$ cat src/rtl/itcm_arbiter.sv
// Shares the single-port, combinational-read ITCM between the IFU fetch path and the LSU read path.
// Optional macro ITCM_ARB_RANGE_CHK_EN flags LSU reads at or beyond ITCM_SIZE as errors.
`ifndef PC_SIZE
`define PC_SIZE 32
`endif
`ifndef XLEN
`define XLEN 32
`endif

module itcm_arbiter #(
   parameter int          STARVE_MAX = 4,
   parameter logic [31:0] ITCM_SIZE  = 32'h0000_1000
) (
   input  logic                 clk,
   input  logic                 rst_n,
   input  logic                 ifu_i_req_valid,
   input  logic [`PC_SIZE-1:0]  ifu_i_req_addr,
   output logic                 ifu_o_req_ready,
   output logic                 ifu_o_rsp_valid,
   output logic [`XLEN-1:0]     ifu_o_rsp_data,
   input  logic                 ifu_i_rsp_ready,
   input  logic                 ifu_i_flush,
   input  logic                 lsu_i_req_valid,
   input  logic [`PC_SIZE-1:0]  lsu_i_req_addr,
   output logic                 lsu_o_req_ready,
   output logic                 lsu_o_rsp_valid,
   output logic [`XLEN-1:0]     lsu_o_rsp_data,
   output logic                 lsu_o_rsp_err,
   input  logic                 lsu_i_rsp_ready,
   output logic [`PC_SIZE-1:0]  itcm_o_addr,
   input  logic [`XLEN-1:0]     itcm_i_rdata
);

   // Handshakes: a transfer happens in a cycle where valid and ready are both 1.
   // Request ready may depend on request valid; valid never depends on ready.
   typedef enum logic [1:0] {IDLE, RSP_IFU, RSP_LSU} state_t;

   localparam logic [3:0] STARVE_LIM = 4'(STARVE_MAX);

   state_t              state;
   logic [`PC_SIZE-1:0] addr_r;
   logic [3:0]          starve_cnt;
   logic                ifu_rsp_vld;
   logic                lsu_rsp_vld;
   logic                lsu_err;
   logic                slot_open;
   logic                ifu_win;
   logic                lsu_win;

   assign ifu_rsp_vld = (state == RSP_IFU) && !ifu_i_flush;
   assign lsu_rsp_vld = (state == RSP_LSU);

   // A flushed IFU response frees the slot without a handshake.
   assign slot_open = rst_n &&
                      ((state == IDLE) ||
                       ((state == RSP_IFU) && (ifu_i_flush || ifu_i_rsp_ready)) ||
                       ((state == RSP_LSU) && lsu_i_rsp_ready));

   assign ifu_win = slot_open && ifu_i_req_valid &&
                    (!lsu_i_req_valid || (starve_cnt == STARVE_LIM));
   assign lsu_win = slot_open && lsu_i_req_valid && !ifu_win;

   assign ifu_o_req_ready = ifu_win;
   assign lsu_o_req_ready = lsu_win;
   assign ifu_o_rsp_valid = ifu_rsp_vld;
   assign lsu_o_rsp_valid = lsu_rsp_vld;
   assign itcm_o_addr     = addr_r;
   assign ifu_o_rsp_data  = ifu_rsp_vld ? itcm_i_rdata : '0;
   assign lsu_o_rsp_data  = (lsu_rsp_vld && !lsu_err) ? itcm_i_rdata : '0;
   assign lsu_o_rsp_err   = lsu_err;

   always_ff @(posedge clk or negedge rst_n) begin
      if (!rst_n) begin
         state      <= IDLE;
         addr_r     <= '0;
         starve_cnt <= '0;
      end else begin
         if (slot_open) begin
            if (lsu_win) begin
               state  <= RSP_LSU;
               addr_r <= lsu_i_req_addr;
            end else if (ifu_win) begin
               state  <= RSP_IFU;
               addr_r <= ifu_i_req_addr;
            end else begin
               state  <= IDLE;
            end
         end
         if (!ifu_i_req_valid || ifu_win) begin
            starve_cnt <= '0;
         end else if (starve_cnt != STARVE_LIM) begin
            starve_cnt <= starve_cnt + 4'd1;
         end
      end
   end

`ifdef ITCM_ARB_RANGE_CHK_EN
   // Out-of-range flag is captured with the grant so it stays aligned with addr_r.
   logic err_r;

   always_ff @(posedge clk or negedge rst_n) begin
      if (!rst_n) begin
         err_r <= 1'b0;
      end else if (lsu_win) begin
         err_r <= ({32'd0, lsu_i_req_addr} >= {`PC_SIZE'd0, ITCM_SIZE});
      end
   end

   assign lsu_err = lsu_rsp_vld && err_r;
`else
   wire unused_itcm_size = ^ITCM_SIZE;

   assign lsu_err = 1'b0;
`endif

endmodule

$ cat config.mk
export PLATFORM = sky130hd
export DESIGN_NAME = itcm_arbiter
export DESIGN_NICKNAME = d
export VERILOG_FILES = /design/src/rtl/itcm_arbiter.sv
export SDC_FILE = /design/constraint.sdc
export NUM_CORES = 1
export LEC_CHECK = 0
export ABC_CLOCK_PERIOD_IN_PS = 1500
export CORE_MARGIN = 2
export CORE_UTILIZATION = 28
export DETAILED_ROUTE_END_ITERATION = 8
export GPL_ROUTABILITY_DRIVEN = 0
export PLACE_DENSITY = 0.76
export SETUP_SLACK_MARGIN = 0.15
export SYNTH_ARGS = -nofsm -noshare
export SYNTH_HDL_FRONTEND = slang
export SYNTH_SLANG_ARGS = --single-unit
$ cat constraint.sdc
create_clock -name clk -period 1.5 [get_ports clk]
set_input_delay 0.3 -clock clk [delete_from_list [all_inputs] [get_ports clk]]
set_output_delay 0.3 -clock clk [all_outputs]
set_load 0.01 [all_outputs]
==> flow_summary.yaml, run 1 <==
outcome:
  status: "finished, violations left"
  violations: "setup timing"
clock_tree:
  cts_hold_buf: 0
  clockRootBuffer: "clkbuf_8"
  htree_num_levels: 2
  clk_pin_slew_ns: 0.08
  cts_tree: "yes"
  cts_sinks: 38
  cts_buffers: 5
  insertion_delay_ns: 0.30
  cts_buffer_depth: 2
layout:
  drive_gt1_share_pct: 51.48
  stdcell_count: 576
  num-fill-cells: 476
  multi_input_area_sq_mm: 0.001799
  diodes: 0
  regArea_sq_um: 952.2
  final_nets: 578
  area_delta_synth_final_pct: 159.6
  fin_area_sq_mm: 0.005823
worst_setup_path:
  cp-start-kind: "flop"
  path_class: "flop to output port"
  cp.arrival_ns: 1.60
  critPathCaptureType: "output port"
  crit_required_ns: 1.20
  path_max_fanout: 3
  ff2ff_setup_slack_ns: -0.34
pwr:
  pwr-share-seq_pct: 23.8
  p_leak_nw: 2.630
  p_switching_mw: 2.427
  p_comb_share_pct: 61.0
  netSwitchingFraction_pct: 33.60
  cellPowerDensity_mw_per_mm2: 1240
  clkPwrFrac_pct: 15.2
  vdd_drop_max_uv: 627.1
  internal-power_mw: 4.796
sta:
  finalWorstSetupSlack_ns: -0.4012
  setup_viol: 106
  drv_slew: 0
  finClkSkew_ns: 0.006574
  whs_ns: 0.1554
  final-hold-violation-count: 0
  period_share_pct: 126.7
  max_clock_freq_mhz: 526.0
  min_period_ns: 1.901
  rsz0062_at_grt: "true"
placement:
  io_buffers: 202
  dp.cells: 531
  dpl_cell_area_sq_mm: 0.004539
  dp_hpwl_microns: 6979
routing:
  wl_microns: 11250
  drtIter0Drc: 116
  num_vias: 2885
  drc_errors: 0
  dr.pass1.iters: 5
  wl_per_cell_microns: 19.54
  via_per_inst: 5.009
  ant_nets: 0
global_route:
  grt_pass1_wl_microns: 15030
  antenna_found_initial: 0
  grt_use_total_pct: 22.21
  grt_max_degree: 39
  grt_overflow: 0
  grt_pass1_vias: 2879
synth:
  synth_area_sq_mm: 0.002243
  syn_inst: 222
  synth-seq-cells: 38
  seq_area_frac_synth_pct: 42.39
  ys_types: 31
  synth_nets: 327
  syn_area_per_cell_sq_um: 10.11
  ys_warn_count: 0
floorplan:
  dieArea_sq_mm: 0.008744
  ioPinCount: 204
  core-area_sq_mm: 0.007727
  die-height_microns: 93.51
  die_w_microns: 93.51
  rows: 32
  initial_core_util_pct: 29.03
worst_hold_path:
  hold_class: "input pin to async pin"
flow_run:
  max_cap_violations: 0
[final timing paths]
path	start	to	cells after the start
worst max-delay path	starve_cnt[1]	ifu_o_req_ready	6
worst min-delay path	rst_n	itcm_o_addr[27]	2
worst max register to register	state[0]	itcm_o_addr[20]	7
worst min register to register	itcm_o_addr[28]	itcm_o_addr[28]	1
max in group asynchronous	rst_n	state[0]	2
min in group clk	itcm_o_addr[28]	itcm_o_addr[28]	1
[layer usage]
layer  vias up  track usage [%]  wire (microns)
met2       147            41.55            6068
met5         -                0               0
met4         0            5.392             264
li1       1306                -               -
met1      1411            24.80            4064
met3        21            5.963             857
[cell families after synthesis]
family | synth area share [%]
adders and majority gates | 1.115
AOI/OAI and AO/OA | 27.55
xor gates and xnor gates | 0.3905
other | 0.1672
buffers and inverters | 6.413
and+or+nand+nor | 21.97
DFF | 42.39
[state kept, by name, summed over array words and instances, names as in the netlist]
register     flops
itcm_o_addr     32
starve_cnt       4
state            2
[per-stage QoR]
| step | power, mW | setup TNS [ns] | utilization (%) | setup WS, ns |
|---|---|---|---|---|
| after floorplan | 2.766 | 0 | - | 0.01930 |
| after global placement | 4.471 | -55.54 | 58.74 | -0.6989 |
| after detailed placement | 4.519 | -57.13 | 58.74 | -0.7204 |
| after CTS | 6.162 | -27.44 | 66.19 | -0.3538 |
| after global routing | 7.520 | -36.86 | 75.36 | -0.4993 |
| final | 7.223 | -30.15 | 75.36 | -0.4012 |
[power by group through the flow]
| stage | Clock (mW) | Sequential, mW | Combinational (mW) |
|---|---|---|---|
| floorplan | 0 | 1.73 | 1.03 |
| global placement | 0 | 1.60 | 2.87 |
| detailed placement | 0 | 1.59 | 2.93 |
| CTS | 1.10 | 1.64 | 3.42 |
| global route | 1.14 | 1.76 | 4.62 |
| finish | 1.10 | 1.72 | 4.40 |
[timing repair]
item                                    in CTS  in global routing
endpoints found under the setup margin     138                106
gates resized for setup                    410                118
setup buffers                               16                  9
pin swaps                                   59                 32
gates cloned                                 9                  3
[critical path: stages (launching register included)]
cell	delay (ns)
dfrtp_1	0.39
inv_1	0.11
ha_4	0.15
nand3b_1	0.11
and2_4	0.18
nor3_4	0.19
buf_2	0.17
[Yosys cell counts (all sizes together)]
library cell | instances | share of area, %
nand3b | 1 | 0.33
o2111ai | 1 | 0.67
nor2b | 1 | 0.28
o21bai | 1 | 0.84
ha | 2 | 1.1
a21oi | 3 | 0.84
o41ai | 1 | 0.39
nor2 | 3 | 0.50
or3b | 1 | 0.39
inv | 4 | 0.67
nand3 | 2 | 0.45
clkbuf | 7 | 1.2
nand4 | 2 | 0.56
and2 | 65 | 18
nor3b | 1 | 0.33
a21boi | 1 | 0.50
dfrtp | 38 | 42
conb | 1 | 0.17
o21ai | 2 | 0.45
nand2 | 1 | 0.17
xnor2 | 1 | 0.39
buf | 14 | 4.5
nor3 | 2 | 0.45
o2bb2ai | 32 | 12
and3b | 1 | 0.39
a21o | 2 | 0.67
a22oi | 32 | 11
[area by class of cell]
class                   count  share of cell area (%)
clock inverters             2                   1.031
flip-flops and latches     38                   16.35
well taps                 102                   2.192
repair buffers            265                   47.85
clock buffers               6                   1.418
multi-input cells         159                   30.90
inverters                   4                  0.2578
[layout by cell type, fill, tap and decap left out, types with 3 or more instances in the layout]
cell and n:
and2_1 11, clkdlybuf4s15_1 5, and2_4 54, clkbuf_8 6, o2bb2ai_2 15, buf_12 9
buf_6 78, clkdlybuf4s50_1 100, buf_2 12, o2bb2ai_4 17, a22oi_1 32, dfrtp_1 37
buf_4 24, buf_8 3, dlygate4sd2_1 29
Power figures use the tool's default switching activity.
==> run 2: changes to the inputs <==
Settings changed: GPL_TIMING_DRIVEN from default to 0.
==> run 2 against run 1 <==
Compared with the run above: worst setup slack got worse by 0.0077 ns; sequential cell count unchanged; highest routed layer unchanged; critical path depth unchanged; critical endpoint is now ifu_o_rsp_data[30]; sequential power decreased by 3%; total power decreased by 5.9%; the flow finishes with violations (hold timing, setup timing).
==> flow_summary.yaml, run 2 (same netlist as run 1, synthesis figures left out) <==
outcome:
  status: "finished, violations left"
  violations: "hold timing, setup timing"
layout:
  final_cell_mix: "99 x buf_6, 98 x clkdlybuf4s50_1, 64 x and2_4"
  drive_gt1_share_pct: 55.21
  final_common_cell: "buf_6"
  largest_reg_flops: 32
  fin_util_pct: 73.53
  diodes: 0
  stdcell_count: 582
  final_nets: 585
  fin_area_sq_mm: 0.005682
  area_delta_synth_final_pct: 153.3
pwr:
  p_leak_nw: 2.578
  internal-power_mw: 4.498
  p_comb_share_pct: 62.2
  cellPowerDensity_mw_per_mm2: 1196
  p_switching_mw: 2.300
  pwr-share-seq_pct: 24.4
  netSwitchingFraction_pct: 33.84
  power.total_mw: 6.798
  vdd_drop_max_uv: 625.9
  clkPwrFrac_pct: 13.4
worst_setup_path:
  path_class: "flop to output port"
  crit_required_ns: 1.20
  path_cells: "buf_6 -> nor3b_4 -> buf_6 -> clkbuf_16 -> and2_4 -> buf_6"
  reg2regPathDepth: 7
  cp-start-kind: "flop"
  reg2reg_from: "state[0]"
  worst_r2r_endpoint: "itcm_o_addr[21]"
  max_stage_delay_ns: 0.43
  timing.critical_path.mode_cell: "buf_6"
  ff2ff_setup_slack_ns: -0.32
  cpMaxStageDelayCell: "dfrtp_1"
  path_max_fanout: 5
  path_buf_inv: 4
  worst-path-stages: 6
  critPathCaptureType: "output port"
  cp.arrival_ns: 1.61
  crit_family: "buffers and inverters"
  crit_start: "state[1]"
  crit_end: "ifu_o_rsp_data[30]"
clock_tree:
  clockRootBuffer: "clkbuf_8"
  cts_buffers: 5
  cts_sinks: 38
  insertion_delay_ns: 0.29
  clk_pin_slew_ns: 0.08
  cts_tree: "yes"
  htree_num_levels: 2
  cts_buffer_depth: 2
routing:
  num_vias: 2856
  drc_errors: 0
  met2WireLength_microns: 5895
  dr.pass1.iters: 4
  wl_per_cell_microns: 18.91
  wl_met3_microns: 786
  via_per_inst: 4.907
  wl_met1_microns: 4153
  ant_nets: 0
  wl_microns: 11010
  highest-signal-layer: "met4"
  drtIter0Drc: 101
floorplan:
  dieArea_sq_mm: 0.008744
  ioPinCount: 204
  rows: 32
  initial_core_util_pct: 29.03
  core-area_sq_mm: 0.007727
  die-height_microns: 93.51
  die_w_microns: 93.51
sta:
  setup_viol: 103
  worst_pin_slew_ns: 0.5132
  finalWorstSetupSlack_ns: -0.4090
  whs_ns: -0.01543
  max_clock_freq_mhz: 523.8
  drv_slew: 0
  final-hold-violation-count: 38
  slew_headroom_pct: 65.79
  tns_ns: -33.60
  period_share_pct: 127.3
  finClkSkew_ns: 0.004584
  min_period_ns: 1.909
  rsz0062_at_grt: "true"
global_route:
  grt_pass1_vias: 2846
  antenna_found_initial: 0
  grt_max_degree: 40
  grt_overflow: 0
  grt_pass1_wl_microns: 15060
  grt_use_total_pct: 22.07
flow_run:
  max_cap_violations: 0
placement:
  dp.cells: 525
  place_ws_ns: -1.030
  io_buffers: 201
  dpl_cell_area_sq_mm: 0.004463
  dp_hpwl_microns: 6923
worst_hold_path:
  hold_class: "input pin to async pin"
[run 2: cell types whose count changed in the layout (fill, tap and decap cells not counted), sizes merged]
cell and change:
bufbuf -1, buf +10, clkdlybuf4s50 -2, dlygate4sd2 +3, bufinv -1, clkdlybuf4s15 -4
dlymetal6s2s +1
[run 2: repair_timing]
action                                  4_1_cts  5_1_grt
pin swaps                                    54       24
buffers inserted                             33        8
gates cloned                                  8        1
gates resized for setup                     465       93
endpoints found under the setup margin      138      106
endpoints found under the hold margin        27        0
[run 2: how the worst min path moves through the flow]
stage	startpoint	endpoint	slack, ns	cells after the start
floorplan	rst_n	itcm_o_addr[0]	0.004	0
global placement	itcm_o_addr[17]	itcm_o_addr[17]	0.47	1
detailed placement	rst_n	itcm_o_addr[12]	0.47	1
CTS	rst_n	itcm_o_addr[30]	-0.008	1
global route	rst_n	itcm_o_addr[18]	0.02	1
finish	rst_n	itcm_o_addr[15]	-0.02	1
[run 2: layout make-up]
cell class	instances	area [sq um]
repair buffers	251	2579
fillers	485	2046
clock inverters	1	30.03
multi-input cells	159	1673
clock buffers	6	82.58
flip-flops and latches	38	952.2
well taps	102	127.6
inverters	4	15.01
plain buffers	21	222.7
[run 2: power groups by stage]
stage               clock network, mW  registers (mW)  logic (mW)
detailed placement                  0            1.59        2.87
floorplan                           0            1.73        1.03
finish                          0.908            1.66        4.23
global route                    0.958            1.70        4.45
CTS                             0.916            1.63        3.61
global placement                    0            1.60        2.83
[run 2: worst reg2reg max path: cells and delay by family (launching register included)]
kind	cells	cell delay (ns)
AOI/OAI and AO/OA	3	0.52
buffers and inverters	3	0.49
DFF	1	0.45
and+or+nand+nor	1	0.25
[run 2: per-layer routing]
metal	up-vias	global-route usage [%]
met5	-	0
met4	0	4.902
met3	16	5.077
met2	143	42.93
met1	1375	23.96
li1	1322	-
==> run 3: changes to the inputs <==
Settings changed: SLEW_MARGIN from default to 15.
==> run 3 against run 2 <==
Compared with the run above: the run ends with setup timing left; register-to-register slack improved by 0.02 ns; die area did not move; core utilization fell by 2.6 points; worst setup slack improved by 0.044 ns; final area fell by 3.6%; sequential share of layout area rose by 0.62 points; clock skew rose by 0.0026 ns; sequential power fell by 4%; global-route usage fell by 1.2 points; critical endpoint is now ifu_o_req_ready; highest routed layer unchanged.
==> flow_summary.yaml, run 3 (same netlist as run 1, synthesis figures left out) <==
outcome:
  status: "finished, violations left"
  violations: "setup timing"
worst_hold_path:
  hold_class: "input pin to async pin"
routing:
  wl_microns: 10650
  drtIter0Drc: 56
  drc_errors: 0
  wl_per_cell_microns: 18.37
  dr.pass1.iters: 4
  via_per_inst: 4.936
  ant_nets: 0
  num_vias: 2863
global_route:
  grt_pass1_wl_microns: 14270
  grt_max_degree: 21
  antenna_found_initial: 0
  grt_pass1_vias: 2810
  grt_overflow: 0
  grt_use_total_pct: 20.84
sta:
  period_share_pct: 124.3
  drv_slew: 0
  slew_headroom_pct: 38.45
  finClkSkew_ns: 0.007134
  min_period_ns: 1.865
  worst_pin_slew_ns: 0.9233
  max_clock_freq_mhz: 536.2
  rsz0062_at_grt: "true"
  final-hold-violation-count: 0
  setup_viol: 101
  finalWorstSetupSlack_ns: -0.3649
pwr:
  cellPowerDensity_mw_per_mm2: 1104
  clkPwrFrac_pct: 12.4
  vdd_drop_max_uv: 617.9
  pwr-share-seq_pct: 26.3
  internal-power_mw: 3.963
  p_switching_mw: 2.087
  p_comb_share_pct: 61.3
  p_leak_nw: 2.505
  netSwitchingFraction_pct: 34.49
layout:
  largest_reg_flops: 32
  final_cell_mix: "99 x clkdlybuf4s50_1, 86 x buf_6, 54 x and2_4"
  final_nets: 582
  diodes: 0
  drive_gt1_share_pct: 50.00
  area_delta_synth_final_pct: 144.2
  final_common_cell: "clkdlybuf4s50_1"
  stdcell_count: 580
clock_tree:
  cts_buffers: 5
  insertion_delay_ns: 0.29
  htree_num_levels: 2
  clk_pin_slew_ns: 0.08
  cts_tree: "yes"
  cts_buffer_depth: 2
  cts_sinks: 38
  clockRootBuffer: "clkbuf_8"
placement:
  io_buffers: 201
  dp_hpwl_microns: 6948
  place_ws_ns: -0.9004
  dp.cells: 526
floorplan:
  rows: 32
  core-area_sq_mm: 0.007727
  die-height_microns: 93.51
  die_w_microns: 93.51
  dieArea_sq_mm: 0.008744
  ioPinCount: 204
  initial_core_util_pct: 29.03
worst_setup_path:
  path_max_fanout: 5
  path_cells: "or3b_4 -> o2111ai_4 -> nor3_4 -> buf_2"
  cpMaxStageDelayCell: "dfrtp_2"
  path_class: "flop to output port"
  crit_required_ns: 1.20
  critPathCaptureType: "output port"
  cp-start-kind: "flop"
  max_stage_delay_ns: 0.45
  cp.arrival_ns: 1.56
flow_run:
  max_cap_violations: 0
run 3: cell types whose count changed in the layout (fill, tap and decap cells not counted), sizes merged:
cell / delta
clkinv: +1
clkdlybuf4s50: +1
clkdlybuf4s15: -1
dlymetal6s2s: -1
clkinvlp: +1
dlygate4sd2: +1
buf: -9
clkbuf: +4
dlymetal6s4s: +2
bufinv: -1
run 3: metal layers:
metal	vias to the layer above	track usage (%)	share of wire (%)
met4	0	6.005	1.9
met3	16	5.802	8.0
met5	-	0	0
met2	156	39.21	54
met1	1372	22.55	37
li1	1319	-	-
run 3: power groups by stage:
| stage | Combinational [mW] | Sequential (mW) | Clock [mW] |
|---|---|---|---|
| 4_1_cts | 3.29 | 1.58 | 0.757 |
| 2_1_floorplan | 1.03 | 1.73 | 0 |
| 6_report | 3.71 | 1.59 | 0.753 |
| 3_3_place_gp | 2.83 | 1.60 | 0 |
| 3_5_place_dp | 2.88 | 1.60 | 0 |
| 5_1_grt | 3.91 | 1.64 | 0.801 |
run 3: final cells by class:
cell class	count	area (sq um)
Tap cell	102	127.6
Clock buffer	6	82.58
Sequential cell	38	952.2
Timing Repair Buffer	248	2542
Multi-Input combinational cell	159	1510
Clock inverter	2	12.51
Fill cell	541	2248
Buffer	21	236.5
Inverter	4	15.01
run 3: path summary, 6_finish.rpt:
path / start / endpoint / slack, ns / cells after the start
worst min register to register: itcm_o_addr[6] / itcm_o_addr[6] / 0.49 / 1
max in group asynchronous: rst_n / state[0] / 0.39 / 3
worst min-delay path: rst_n / itcm_o_addr[5] / 0.34 / 2
min in group clk: ifu_i_req_valid / starve_cnt[3] / 0.39 / 3
worst max register to register: starve_cnt[0] / itcm_o_addr[8] / -0.30 / 10
worst max-delay path: state[0] / ifu_o_req_ready / -0.36 / 4
run 3: critical path, delay by kind of cell (launching register included):
| family | cells | cell delay, ns |
|---|---|---|
| simple gates | 2 | 0.47 |
| flops | 1 | 0.45 |
| compound gates | 1 | 0.18 |
| buf+inv | 1 | 0.17 |
run 3: repair_timing:
action                                  in CTS  in global routing
pin swaps                                   48                 54
setup buffers                               23                  9
resized for setup                          417                106
endpoints found under the setup margin     138                144
endpoints found under the hold margin       18                  0
hold buffers                                 2                  0
gates cloned                                 8                  4
run 3: through the flow:
step / hold slack (ns) / cell area [sq um] / TNS [ns] / utilization, % / power (mW)
after floorplan: 0.004409 / 2328 / 0 / - / 2.766
after global placement: 0.4700 / 4468 / -145.81 / 57.82 / 4.432
after detailed placement: 0.2796 / 4491 / -61.55 / 58.11 / 4.478
after CTS: 0.3750 / 4912 / -26.31 / 63.57 / 5.625
after global routing: 0.4090 / 5479 / -35.75 / 70.90 / 6.347
final: 0.3375 / 5479 / -27.83 / 70.90 / 6.050
